$ cat src/rtl/ps2_dev_tx_apb.sv
// Purpose: APB-programmed PS/2 device-side (keyboard) transmitter with a byte FIFO.
// Latency: DATA write in cycle T -> start bit on ps2_data from cycle T+2 when idle and empty.
// Backpressure: none on APB (pready=1); a push into a full FIFO with no pop is dropped and sets sticky ovf.
//
// Ports:
//   clock, reset        system clock; synchronous active-low reset
//   in_p*               zero-wait-state APB slave (only paddr[3:0], pstrb[0] decoded)
//   ps2_clk, ps2_data   PS/2 device-to-host frame lines, idle high
// Registers: 0x0 DATA (W), 0x4 STATUS (R, bit3 write-1-to-clear), 0x8 CTRL (optional).
// Optional feature: define PS2_TX_PARITY_ERR_EN to add CTRL.bad_par (parity inversion).
module ps2_dev_tx_apb #(
  parameter int CLK_DIV = 16,
  parameter int FIFO_AW = 3
) (
  input  logic        clock,
  input  logic        reset,
  input  logic [31:0] in_paddr,
  input  logic        in_psel,
  input  logic        in_penable,
  input  logic [2:0]  in_pprot,
  input  logic        in_pwrite,
  input  logic [31:0] in_pwdata,
  input  logic [3:0]  in_pstrb,
  output logic        in_pready,
  output logic [31:0] in_prdata,
  output logic        in_pslverr,
  output logic        ps2_clk,
  output logic        ps2_data
);

  localparam int DEPTH = 1 << FIFO_AW;
  localparam logic [15:0] HALF_LAST = 16'(CLK_DIV - 1);

  localparam logic [1:0] ST_IDLE = 2'd0;
  localparam logic [1:0] ST_SEND = 2'd1;
  localparam logic [1:0] ST_GAP  = 2'd2;

  logic [1:0]         state;
  logic [15:0]        div_cnt;
  logic               half;      // 0: ps2_clk high half of a cell, 1: low half
  logic [3:0]         bit_idx;
  logic [10:0]        frame;

  logic [7:0]         mem [DEPTH];
  logic [FIFO_AW-1:0] wr_ptr;
  logic [FIFO_AW-1:0] rd_ptr;
  logic [FIFO_AW:0]   count;
  logic               ovf;
  logic               bad_par;

  logic wr_acc;
  logic push;
  logic pop;
  logic push_ok;
  logic push_drop;
  logic ovf_clr;
  logic full;
  logic empty;
  logic half_end;
  logic par;
  logic [7:0]  head;
  logic [31:0] status;
  logic        unused_ok;

  assign in_pready  = 1'b1;
  assign in_pslverr = 1'b0;

  assign wr_acc    = in_psel && in_penable && in_pwrite;
  assign push      = wr_acc && (in_paddr[3:0] == 4'h0) && in_pstrb[0];
  assign ovf_clr   = wr_acc && (in_paddr[3:0] == 4'h4) && in_pwdata[3];

  assign full      = (count == (FIFO_AW+1)'(DEPTH));
  assign empty     = (count == '0);
  assign pop       = (state == ST_IDLE) && !empty;
  // A full FIFO still accepts a byte when the head leaves in the same cycle.
  assign push_ok   = push && (!full || pop);
  assign push_drop = push && full && !pop;

  assign half_end  = (div_cnt == HALF_LAST);
  assign head      = mem[rd_ptr];

`ifdef PS2_TX_PARITY_ERR_EN
  assign par = ~^head ^ bad_par;
`else
  assign par = ~^head;
  assign bad_par = 1'b0;
`endif

  assign unused_ok = ^{in_pprot, in_paddr[31:4], in_pwdata[31:8], in_pstrb[3:1], bad_par};

  // Lines are decoded straight from state so reset shows idle levels on the next cycle.
  assign ps2_data = (state == ST_SEND) ? frame[bit_idx] : 1'b1;
  assign ps2_clk  = !((state == ST_SEND) && half);

  always_comb begin
    status = '0;
    status[0] = (state != ST_IDLE);
    status[1] = full;
    status[2] = empty;
    status[3] = ovf;
    status[8+FIFO_AW:8] = count;
  end

  always_comb begin
    in_prdata = '0;
    if (in_psel && !in_pwrite) begin
      case (in_paddr[3:0])
        4'h4:    in_prdata = status;
`ifdef PS2_TX_PARITY_ERR_EN
        4'h8:    in_prdata = {31'd0, bad_par};
`endif
        default: in_prdata = '0;
      endcase
    end
  end

  // Storage is not reset; pointers and count define validity.
  always_ff @(posedge clock) begin
    if (reset && push_ok) mem[wr_ptr] <= in_pwdata[7:0];
  end

`ifdef PS2_TX_PARITY_ERR_EN
  always_ff @(posedge clock) begin
    if (!reset) begin
      bad_par <= 1'b0;
    end else if (wr_acc && (in_paddr[3:0] == 4'h8)) begin
      bad_par <= in_pwdata[0];
    end
  end
`endif

  always_ff @(posedge clock) begin
    if (!reset) begin
      wr_ptr  <= '0;
      rd_ptr  <= '0;
      count   <= '0;
      ovf     <= 1'b0;
      state   <= ST_IDLE;
      div_cnt <= '0;
      half    <= 1'b0;
      bit_idx <= '0;
      frame   <= '1;
    end else begin
      if (push_ok) wr_ptr <= wr_ptr + 1'b1;
      if (pop)     rd_ptr <= rd_ptr + 1'b1;
      count <= count + {{FIFO_AW{1'b0}}, push_ok} - {{FIFO_AW{1'b0}}, pop};

      if (push_drop)    ovf <= 1'b1;
      else if (ovf_clr) ovf <= 1'b0;

      case (state)
        ST_IDLE: begin
          if (pop) begin
            frame   <= {1'b1, par, head, 1'b0};
            bit_idx <= '0;
            div_cnt <= '0;
            half    <= 1'b0;
            state   <= ST_SEND;
          end
        end
        ST_SEND: begin
          if (half_end) begin
            div_cnt <= '0;
            half    <= ~half;
            if (half) begin
              if (bit_idx == 4'd10) state <= ST_GAP;
              else                  bit_idx <= bit_idx + 1'b1;
            end
          end else begin
            div_cnt <= div_cnt + 1'b1;
          end
        end
        ST_GAP: begin
          // Two half-cells of idle levels separate consecutive frames.
          if (half_end) begin
            div_cnt <= '0;
            half    <= ~half;
            if (half) state <= ST_IDLE;
          end else begin
            div_cnt <= div_cnt + 1'b1;
          end
        end
        default: state <= ST_IDLE;
      endcase
    end
  end

endmodule

$ cat config.mk
export PLATFORM = sky130hd
export DESIGN_NAME = ps2_dev_tx_apb
export DESIGN_NICKNAME = d
export VERILOG_FILES = /design/src/rtl/ps2_dev_tx_apb.sv
export SDC_FILE = /design/constraint.sdc
export NUM_CORES = 1
export LEC_CHECK = 0
export ABC_AREA = 1
export BUFFER_PORTS_ARGS = -buffer_cell sky130_fd_sc_hd__buf_2
export CORE_MARGIN = 2
export CORE_UTILIZATION = 53
export DETAILED_ROUTE_END_ITERATION = 16
export GPL_ROUTABILITY_DRIVEN = 0
export PLACE_DENSITY = 0.87
export SLEW_MARGIN = 30
export SYNTH_ARGS = -nofsm -noshare
export SYNTH_HDL_FRONTEND = slang
export SYNTH_SLANG_ARGS = --single-unit
$ cat constraint.sdc
create_clock -name clock -period 2.9 [get_ports clock]
set_input_delay 0.29 -clock clock [delete_from_list [all_inputs] [get_ports clock]]
set_output_delay 0.29 -clock clock [all_outputs]
set_load 0.05 [all_outputs]
### Word-level counts from Yosys, hierarchy flattened

Memory sizes are Yosys's and may differ from the RTL's. A register that Yosys moved wholly into a read port is not among the register bits.
Index checks and enable logic that the tools add are counted.

| word-level totals | value |
|---|---|
| RAM bits | 64 |
| memories | 1 |
| output and inout bits | 36 |
| register bits after elaboration | 44 |
| word-level logic and storage cells | 94 |

Memories:

| name | words | bits a word | rd ports | clocked after memory_dff | write ports | line | text |
|---|---|---|---|---|---|---|---|
| mem | 8 | 8 | 1 | 1 | 1 | 44 | `logic [7:0] mem [DEPTH];` |

| operators by class | value |
|---|---|
| $add $sub $neg | 6 |
| equality and inequality tests | 14 |
| $lt $le $gt $ge | 1 |
| multiplexer cells | 29 |
| bitwise operators | 1 |
| reduce and logical (&&, ||, !) cells | 33 |

Operator list:

| kind | count |
|---|---|
| $mux 16 | 2 |
| $pmux 16 s2 | 1 |
| $mux 12 | 2 |
| $add 16x1->16 const B | 1 |
| $eq 16x4->1 const B | 1 |
| $mux 4 | 4 |
| $logic_and 1x1->1 | 13 |
| $mux 2 | 6 |
| $ne 2x2->1 const B | 6 |
| $eq 4x4->1 const B | 2 |
| $logic_not 4->1 | 2 |
| $mux 1 | 8 |
| $pmux 4 s2 | 1 |
| $reduce_bool 2->1 | 4 |
| $reduce_xnor 8->1 | 1 |
| $add 3x1->3 const B | 2 |
| $mux 3 | 2 |
| $pmux 2 s3 | 1 |
| $reduce_and 6->1 | 1 |
| $logic_not 1->1 | 5 |
| $lt 4x5->1 const B | 1 |
| $reduce_and 5->1 | 1 |
| $add 4x1->4 | 1 |
| $add 4x1->4 const B | 1 |
| other kinds (13) | 15 |

### Logic depth before layout (Yosys ltp)

Gate-level depths: netlist (run 1).

| depth | value |
|---|---|
| depth in word-level cells | 8 |
| mapped depth | 16 |

### Worst setup path after synthesis (run 1)

No wires, ideal clock.

| timing path | value |
|---|---|
| path kind | flip-flop to output port |
| start | register bit_idx[0] |
| end | output ps2_data |
| data required time | 2.610 ns |
| cell stages (with the launch flop) | 4 |
| buffers on the path | 0 |
| path slack | 0.233 ns |
| data arrival time | 2.377 ns |
| cell sequence | dfxtp_1 > clkinv_1 > a21oi_1 > o311ai_0 |

| between the ends | value |
|---|---|
| longest elaborated chain between the ends | 3 |

RTL lines:

| what | line | text |
|---|---|---|
| start: declaration | 41 | `logic [3:0] bit_idx;` |
| start signal: assignment | 167 | `else bit_idx <= bit_idx + 1'b1;` |
| $bmux 1 s4 | 92 | `assign ps2_data = (state == ST_SEND) ? frame[bit_idx] : 1'b1;` |
| $mux 1 (implied by the code) | 92 |  |
| $mux 1 | 92 |  |
| end: declaration | 28 | `output logic ps2_data` |

Every way passes these cells. The select of a mux whose other input is x is not followed.

### Worst setup path after layout (run 1)

| timing path | value |
|---|---|
| start | register count[2] |
| end | register count[2] |

| between the ends | value |
|---|---|
| longest elaborated chain between the ends | 7 |
| elaborated cells between the ends (all ways) | 9 |
| classes of those cells | add/sub: 2; eq/ne: 1; reduce/logical: 6 |

RTL lines:

| what | line | text |
|---|---|---|
| start: declaration | 47 | `logic [FIFO_AW:0] count;` |
| start signal: assignment | 146 | `count <= count + {{FIFO_AW{1'b0}}, push_ok} - {{FIFO_AW{1'b0}}, pop};` |
| $logic_not 4->1 | 73 | `assign empty = (count == '0);` |
| $logic_not 1->1 | 74 | `assign pop = (state == ST_IDLE) && !empty;` |
| $logic_and 1x1->1 | 74 |  |
| $logic_or 1x1->1 | 76 | `assign push_ok = push && (!full \|\| pop);` |
| $logic_and 1x1->1 | 76 |  |
| $add 4x1->4 | 146 |  |
| $sub 4x1->4 * | 146 |  |

Mark *: on every way between the ends. The rest lies on a longest branch, timed or not.
A chain may end at the register's enable or synchronous reset.

==> results of run 1 <==
[layer usage]
layer | vias to the layer above | track usage [%]
li1 | 2242 | -
met1 | 2059 | 26.5
met2 | 184 | 32.7
met3 | 27 | 4.48
met4 | 0 | 8.61
met5 | - | 0
[synth_stat cells (2+ instances only)]
cell type,instances,area share (%)
nand2_2,18,1.9
nand2_1,183,12
nor3b_1,2,0.26
conb_1,2,0.13
o21a_1,2,0.26
nand4_1,10,1.1
o21ai_0,25,2.1
buf_12,2,0.69
dfxtp_1,47,16
nor3b_2,3,0.64
inv_1,82,5.3
buf_2,7,0.60
o21ai_2,5,0.75
nor2_2,3,0.32
a211oi_1,4,0.51
xor2_1,3,0.45
nor2_1,45,2.9
nand3_2,9,1.5
nor3_1,12,1.0
inv_2,8,0.51
edfxtp_1,64,33
buf_6,7,1.3
ha_1,13,2.8
clkbuf_1,3,0.19
a21oi_1,32,2.7
buf_4,29,3.7
nand3_1,52,4.5
[registers in the layout, indices dropped and copies added, names as in the netlist, named ones only]
name and count:
frame 10, half 1, mem 64, div_cnt 16, state 2, bit_idx 4, count 4, rd_ptr 3
wr_ptr 3, ovf 1
[power by group]
group | internal [mW] | total [mW] | switching, mW
sequential | 1.80 | 1.92 | 0.117
clock | 0.409 | 0.928 | 0.518
combinational | 0.644 | 2.12 | 1.47
total | 2.85 | 4.96 | 2.11
[kinds of logic after synthesis]
logic type | count (synthesis)
simple gates | 345
buf+inv | 141
flops | 111
compound gates | 76
fa+ha+maj | 14
xor+xnor | 3
other cells | 2
[how the worst max path moves through the flow]
stage / slack, ns / to / cells after the start
3_5_place_dp: 0.50 / count[2] / 14
6_report: 0.49 / count[2] / 14
3_3_place_gp: 0.57 / count[2] / 14
5_1_grt: 0.29 / count[3] / 12
2_1_floorplan: 0.23 / ps2_data / 3
4_1_cts: 0.48 / count[2] / 14
[per-stage QoR]
stage,setup WS (ns),util [%],instances
after CTS,0.482,57.0,864
after floorplan,0.233,-,716
after detailed placement,0.505,55.2,848
after global placement,0.567,55.2,848
final,0.494,57.0,864
after global routing,0.287,57.0,864
[area by class of cell]
class | instances | area [µm²] | share of cell area (%)
inverter | 93 | 359 | 5.83
multi-input combinational | 464 | 2330 | 37.8
sequential | 111 | 2860 | 46.5
clock inverter | 5 | 65.1 | 1.06
tap | 140 | 175 | 2.85
clock buffer | 11 | 131 | 2.13
timing repair buffer | 40 | 233 | 3.78
==> summary.md, run 1 <==
| Metric | Value |
|---|---|
| Hold EP | mem[3][0] |
| Final setup fails | 0 |
| Slew headroom | 52.9% |
| Vias per inst | 5.22 |
| Worst slew pin tran | 0.705 ns |
| Post-route antenna net violation count | 0 |
| Clock tree sinks | 111 |
| Drt initial violations | 356 |
| Xor/xnor cell area share of the yosys netlist | 0.450% |
| Post-synthesis mux area share | 0% |
| Hold-fix buffers, CTS | 0 |
| FILL cells | 899 |
| Largest family of logic cells by synthesized area | simple AND/OR/NAND/NOR gates |
| Met1 wire length | 4840 µm |
| CTS tree | done |
| Die Footprint | 0.0119 mm² |
| Diode count | 0 |
| Clock latency at the later pin of the worst-skew pair | 0.39 ns |
| Core region area | 0.0108 mm² |
| CP Launch Point | count[2] |
| Outcome | complete, no violations |
| First-pass GRT wire length | 18500 µm |
| DIE WIDTH | 109 µm |
| Leak Pwr | 2.70 nW |
| First-pass iteration count of the detailed router | 5 |
| Total vias in the final route | 4512 |
| Adder-cell share of the synthesized area | 3.13% |
| Gate count of the mapped netlist | 692 |
| Mean Syn Cell Area | 8.45 µm² |
| Worst EP required | 3.15 ns |
| Largest net degree at the start of global routing | 33 |
| Mapped Area | 0.00584 mm² |
| Worst Path Max Fanout | 10 |
| Max_cap viols | 0 |
| Simple-gate portion of the synthesized area | 27.0% |
| DP HPWL | 7670 µm |
| Tcrit/Tclk final | 83.0% |
| Commonest non-fill, non-tap cell in the layout | nand2_1 |
| Cell Rows | 38 |
| Commonest cells after routing, fill and taps aside | nand2_1, inv_1, edfxtp_1, nand3_1, dfxtp_1 |
| Initial antenna violation count | 0 |
| Pwr/cell area | 806 mW/mm² |
| Sequential element share of the synthesized area | 49.0% |
| Share of cells above drive strength 1 | 15.1% |
| Final setup TNS | 0 ns |
| Number of synthesized flops with an enable pin | 64 |
| Fmax | 416 MHz |
| Clock slew at reported path FFs | 0.10 ns |
| Final hold slack | 0.157 ns |
| Synth Register Bits | 111 |
| R2R Path End | count[2] |
| Synth warn | 0 |
| Post-CTS Setup Inserts | 0 |
| CTS max path bufs | 2 |
| Vias in the first global route | 4042 |
| Ys async rst share | 0% |
| Total CTS buffers | 9 |
| Area delta synth->final | 5.33% |
| I/O Buffers | 27 |
| Crit-path leading delay family | adder cells |
| # DRC | 0 |
| Hold Path Stages | 1 |
| Worst R2R Setup Slack | 0.49 ns |
| Overall global routing resource usage | 20.3% |
| Met3 WL | 802 µm |
| Worst-path cell with the longest stage delay | fa_1 |
| Nets | 809 |
| R2R depth | 14 |
| Average routed wire per standard cell | 12.9 µm |
| Routed wl met2 | 5230 µm |
| Critical R2R Launch | count[2] |
| Max-slew violations | 0 |
| Final std cell area, no fill | 0.00616 mm² |
| WS Path Type | flip-flop to flip-flop |
| Final hold violations | 0 |
| Resized cells post-CTS | 0 |
| Die Y | 109 µm |
| Synth Flop Type | edfxtp_1 |
| Critical path cell sequence | inv_1, ha_1, nand3_2, nand2_1, inv_2, nor2_1, nor2_2, inv_2, o21ai_0, ha_1, inv_1, fa_1, xor2_1, nor2_1 |
| Min-delay src | in_pwdata[0] |
| Total power | 4.96 mW |
| RSZ-0062 raised after global routing | no |
| CP Capture Type | flip-flop |
| Root buffer cell | clkbuf_8 |
| H-tree levels | 3 |
| Netlist cell types | 47 |
| Worst path max stage delay | 0.37 ns |
| IO Count | 112 |
| Post-synthesis compound-gate area fraction | 7.60% |
| CP Launch Type | flip-flop |
| Peak VDD IR | 464 µV |
| Hold/Removal Path Class | input port to flip-flop |
| Min cycle time layout | 2.41 ns |
| Final Skew | 0.00715 ns |
| Uppermost layer routed | met4 |
| Area after DPL | 0.00596 mm² |
| Gr ovfl total | 0 |
| Worst Path Buf+Inv | 4 |
| Arr. time, crit path | 2.66 ns |
| Final WL | 11100 µm |
| Initial core utilization | 54.2% |
Note: power is estimated with default switching activity, not from simulation.
==> inputs of run 2 (changes only) <==
--- a/config.mk
+++ b/config.mk
@@ -8,10 +8,10 @@
 export ABC_AREA = 1
 export BUFFER_PORTS_ARGS = -buffer_cell sky130_fd_sc_hd__buf_2
 export CORE_MARGIN = 2
-export CORE_UTILIZATION = 53
+export CORE_UTILIZATION = 50
 export DETAILED_ROUTE_END_ITERATION = 16
 export GPL_ROUTABILITY_DRIVEN = 0
-export PLACE_DENSITY = 0.87
+export PLACE_DENSITY = 0.86
 export SLEW_MARGIN = 30
 export SYNTH_ARGS = -nofsm -noshare
 export SYNTH_HDL_FRONTEND = slang
==> constraint.sdc (replaced) <==
create_clock -name clock -period 1.9 [get_ports clock]
set_input_delay 0.19 -clock clock [delete_from_list [all_inputs] [get_ports clock]]
set_output_delay 0.19 -clock clock [all_outputs]
set_load 0.05 [all_outputs]
==> run 2 against run 1 <==
Compared with the run above:
- the flow now finishes with violations (negative setup slack)
- clock-buffer cell count fell by 2
- die area rose by 5.8%
- sequential cell count did not move
- fmax up 20%
- combinational power rose by 100%
- critical path depth decreased by 1
- sequential share of layout area decreased by 4.0 points
- hold slack got worse by 0.051 ns
- first-iteration DRC count up 1.4%
- register-to-register slack got worse by 0.60 ns
- global-route usage is 0.37 points lower
- critical endpoint is now count[1]
- highest routed layer unchanged
==> summary.md, run 2 (synthesis gave the netlist of run 1 again) <==
| Metric | Value |
|---|---|
| CTS tree | done (unchanged) |
| Outcome | complete, but fails checks (was complete, no violations) |
| Commonest cells after routing, fill and taps aside | nand2_1, inv_1, edfxtp_1, nand3_1, buf_4 (was nand2_1, inv_1, edfxtp_1, nand3_1, dfxtp_1) |
| Root buffer cell | clkbuf_16 (was clkbuf_8) |
| Vias in the first global route | 4372 (was 4042) |
| R2R Path End | count[1] (was count[2]) |
| Failing checks | negative setup slack |
| Slew headroom | 50.8% (was 52.9%) |
| RSZ-0062 raised after global routing | yes (was no) |
| Initial antenna violation count | 0 (unchanged) |
| Drt initial violations | 361 (was 356) |
| Met3 WL | 769 µm (was 802 µm) |
| Gr ovfl total | 0 (unchanged) |
| Nets | 848 (was 809) |
| Largest net degree at the start of global routing | 34 (was 33) |
| Top reg by flops | mem (unchanged) |
| Clk pwr share | 21.2% (was 18.7%) |
| Share of cells above drive strength 1 | 22.9% (was 15.1%) |
| Min cycle time layout | 2.00 ns (was 2.41 ns) |
| Place WS | -0.146 ns (was 0.505 ns) |
| Die Footprint | 0.0126 mm² (was 0.0119 mm²) |
| CP Launch Type | flip-flop (unchanged) |
| Fmax | 500 MHz (was 416 MHz) |
| Max reg flops | 64 (unchanged) |
| Sequential power share | 31.9% (was 38.6%) |
| DP HPWL | 8030 µm (was 7670 µm) |
| Cell Rows | 39 (was 38) |
| Average routed wire per standard cell | 13.6 µm (was 12.9 µm) |
| Hold/Removal Path Class | input port to flip-flop (unchanged) |
| Met1 wire length | 5150 µm (was 4840 µm) |
| P_sw | 3.68 mW (was 2.11 mW) |
| WS Path Type | flip-flop to flip-flop (unchanged) |
| First-pass GRT wire length | 20200 µm (was 18500 µm) |
| Hold EP | mem[5][7] (was mem[3][0]) |
| Total CTS buffers | 9 (unchanged) |
| Total vias in the final route | 4721 (was 4512) |
| IO Count | 112 (unchanged) |
| Worst R2R Setup Slack | -0.10 ns (was 0.49 ns) |
| Arr. time, crit path | 2.22 ns (was 2.66 ns) |
| Area delta synth->final | 15.7% (was 5.33%) |
| CTS max path bufs | 2 (unchanged) |
| I/O Buffers | 27 (unchanged) |
| PnR worst setup slack | -0.101 ns (was 0.494 ns) |
| Multi-input combinational cell area | 0.00244 mm² (was 0.00233 mm²) |
| CP Capture Type | flip-flop (unchanged) |
| Max_cap viols | 0 (unchanged) |
| Leak Pwr | 2.98 nW (was 2.70 nW) |
| Min-delay src | in_pwdata[7] (was in_pwdata[0]) |
| Die Y | 112 µm (was 109 µm) |
| Commonest non-fill, non-tap cell in the layout | nand2_1 (unchanged) |
| Worst slew pin tran | 0.737 ns (was 0.705 ns) |
| Final hold violations | 0 (unchanged) |
| FILL cells | 896 (was 899) |
| # DRC | 0 (unchanged) |
| First-pass iteration count of the detailed router | 6 (was 5) |
| H-tree levels | 3 (unchanged) |
| Final hold slack | 0.106 ns (was 0.157 ns) |
| Uppermost layer routed | met4 (unchanged) |
| Initial core utilization | 51.2% (was 54.2%) |
| Combinational power share | 46.9% (was 42.7%) |
| DIE WIDTH | 112 µm (was 109 µm) |
| Worst Path Max Fanout | 2 (was 10) |
| Internal | 5.45 mW (was 2.85 mW) |
| Overall global routing resource usage | 19.9% (was 20.3%) |
| Routed wl met2 | 6100 µm (was 5230 µm) |
| Clock tree sinks | 111 (unchanged) |
| Final Skew | 0.00701 ns (was 0.00715 ns) |
| Clock latency at the later pin of the worst-skew pair | 0.35 ns (was 0.39 ns) |
| Hold Path Stages | 1 (unchanged) |
| Area occupied by registers | 0.00287 mm² (was 0.00286 mm²) |
| Worst EP required | 2.12 ns (was 3.15 ns) |
| Post-route antenna net violation count | 0 (unchanged) |
| Peak VDD IR | 825 µV (was 464 µV) |
| Max-slew violations | 0 (unchanged) |
| Tcrit/Tclk final | 105% (was 83.0%) |
| Final setup fails | 2 (was 0) |
| Final WL | 12400 µm (was 11100 µm) |
| Diode count | 0 (unchanged) |
| Critical R2R Launch | count[3] (was count[2]) |
| Core region area | 0.0114 mm² (was 0.0108 mm²) |
| Net Sw Frac | 40.3% (was 42.5%) |
| Largest registers | mem: 64 flops, div_cnt: 16 flops, frame: 10 flops (unchanged) |
| Clock slew at reported path FFs | 0.07 ns (was 0.10 ns) |
| Vias per inst | 5.21 (was 5.22) |
| Pwr/cell area | 1350 mW/mm² (was 806 mW/mm²) |
| R2R depth | 13 (was 14) |
==> run 2: metrics by stage <==
| step | std cells | TNS [ns] | util (%) | total power [mW] | area, µm² |
|---|---|---|---|---|---|
| finish | 906 | -0.154 | 59.2 | 9.14 | 6760 |
| global route | 906 | -0.449 | 59.2 | 9.75 | 6760 |
| CTS | 900 | -0.145 | 58.0 | 8.80 | 6620 |
| detailed placement | 879 | -0.319 | 54.7 | 6.67 | 6240 |
| global placement | 879 | -0.0773 | 54.7 | 6.54 | 6240 |
| floorplan | 716 | -0.214 | - | 5.85 | 5990 |
==> run 2: worst max-delay path by stage <==
stage / startpoint / to / slack, ns / depth (start not counted)
2_1_floorplan: count[2] / count[1] / -0.09 / 13
3_3_place_gp: count[2] / count[1] / -0.05 / 11
3_5_place_dp: count[2] / count[1] / -0.15 / 11
4_1_cts: count[2] / count[1] / -0.09 / 13
5_1_grt: count[3] / count[1] / -0.18 / 13
6_report: count[3] / count[1] / -0.10 / 13
==> run 2: worst max-delay path: stages (launching register included) <==
cell and delay (ns):
dfxtp_2 0.34, inv_2 0.05, ha_4 0.15, nand3_4 0.07
nand2_4 0.07, inv_4 0.07, nor2_4 0.05, nor2_4 0.09
inv_2 0.05, o21ai_2 0.13, ha_2 0.19, inv_2 0.04
fa_2 0.53, nor2_2 0.04
==> run 2: per-layer routing <==
metal	up-vias	GRT usage [%]
met2	201	33.8
met3	36	2.81
met4	0	8.21
met1	2155	25.8
li1	2329	-
met5	-	0
==> run 2: area by class of cell <==
type	instances	area share [%]
Tap cell	143	2.65
Clock inverter	7	1.22
Timing Repair Buffer	79	8.59
Clock buffer	9	3.33
Multi-Input combinational cell	464	36.0
Inverter	93	5.70
Sequential cell	111	42.5
==> run 2: repair_timing <==
action / 4_1_cts / 5_1_grt
endpoints found under the hold margin: 0 / 0
gates resized for setup: 9 / 22
buffers inserted: 5 / 5
cloned: 0 / 1
hold buffers: 0 / 0
setup endpoints to repair: 6 / 22
pin swaps: 4 / 5
==> run 2: power groups by stage <==
stage | Clock [mW] | Sequential, mW | Combinational (mW)
after floorplan | 0 | 2.91 | 2.94
after detailed placement | 0 | 2.94 | 3.72
final | 1.94 | 2.92 | 4.28
after global placement | 0 | 2.93 | 3.61
after CTS | 1.95 | 2.89 | 3.95
after global routing | 2.07 | 2.94 | 4.74
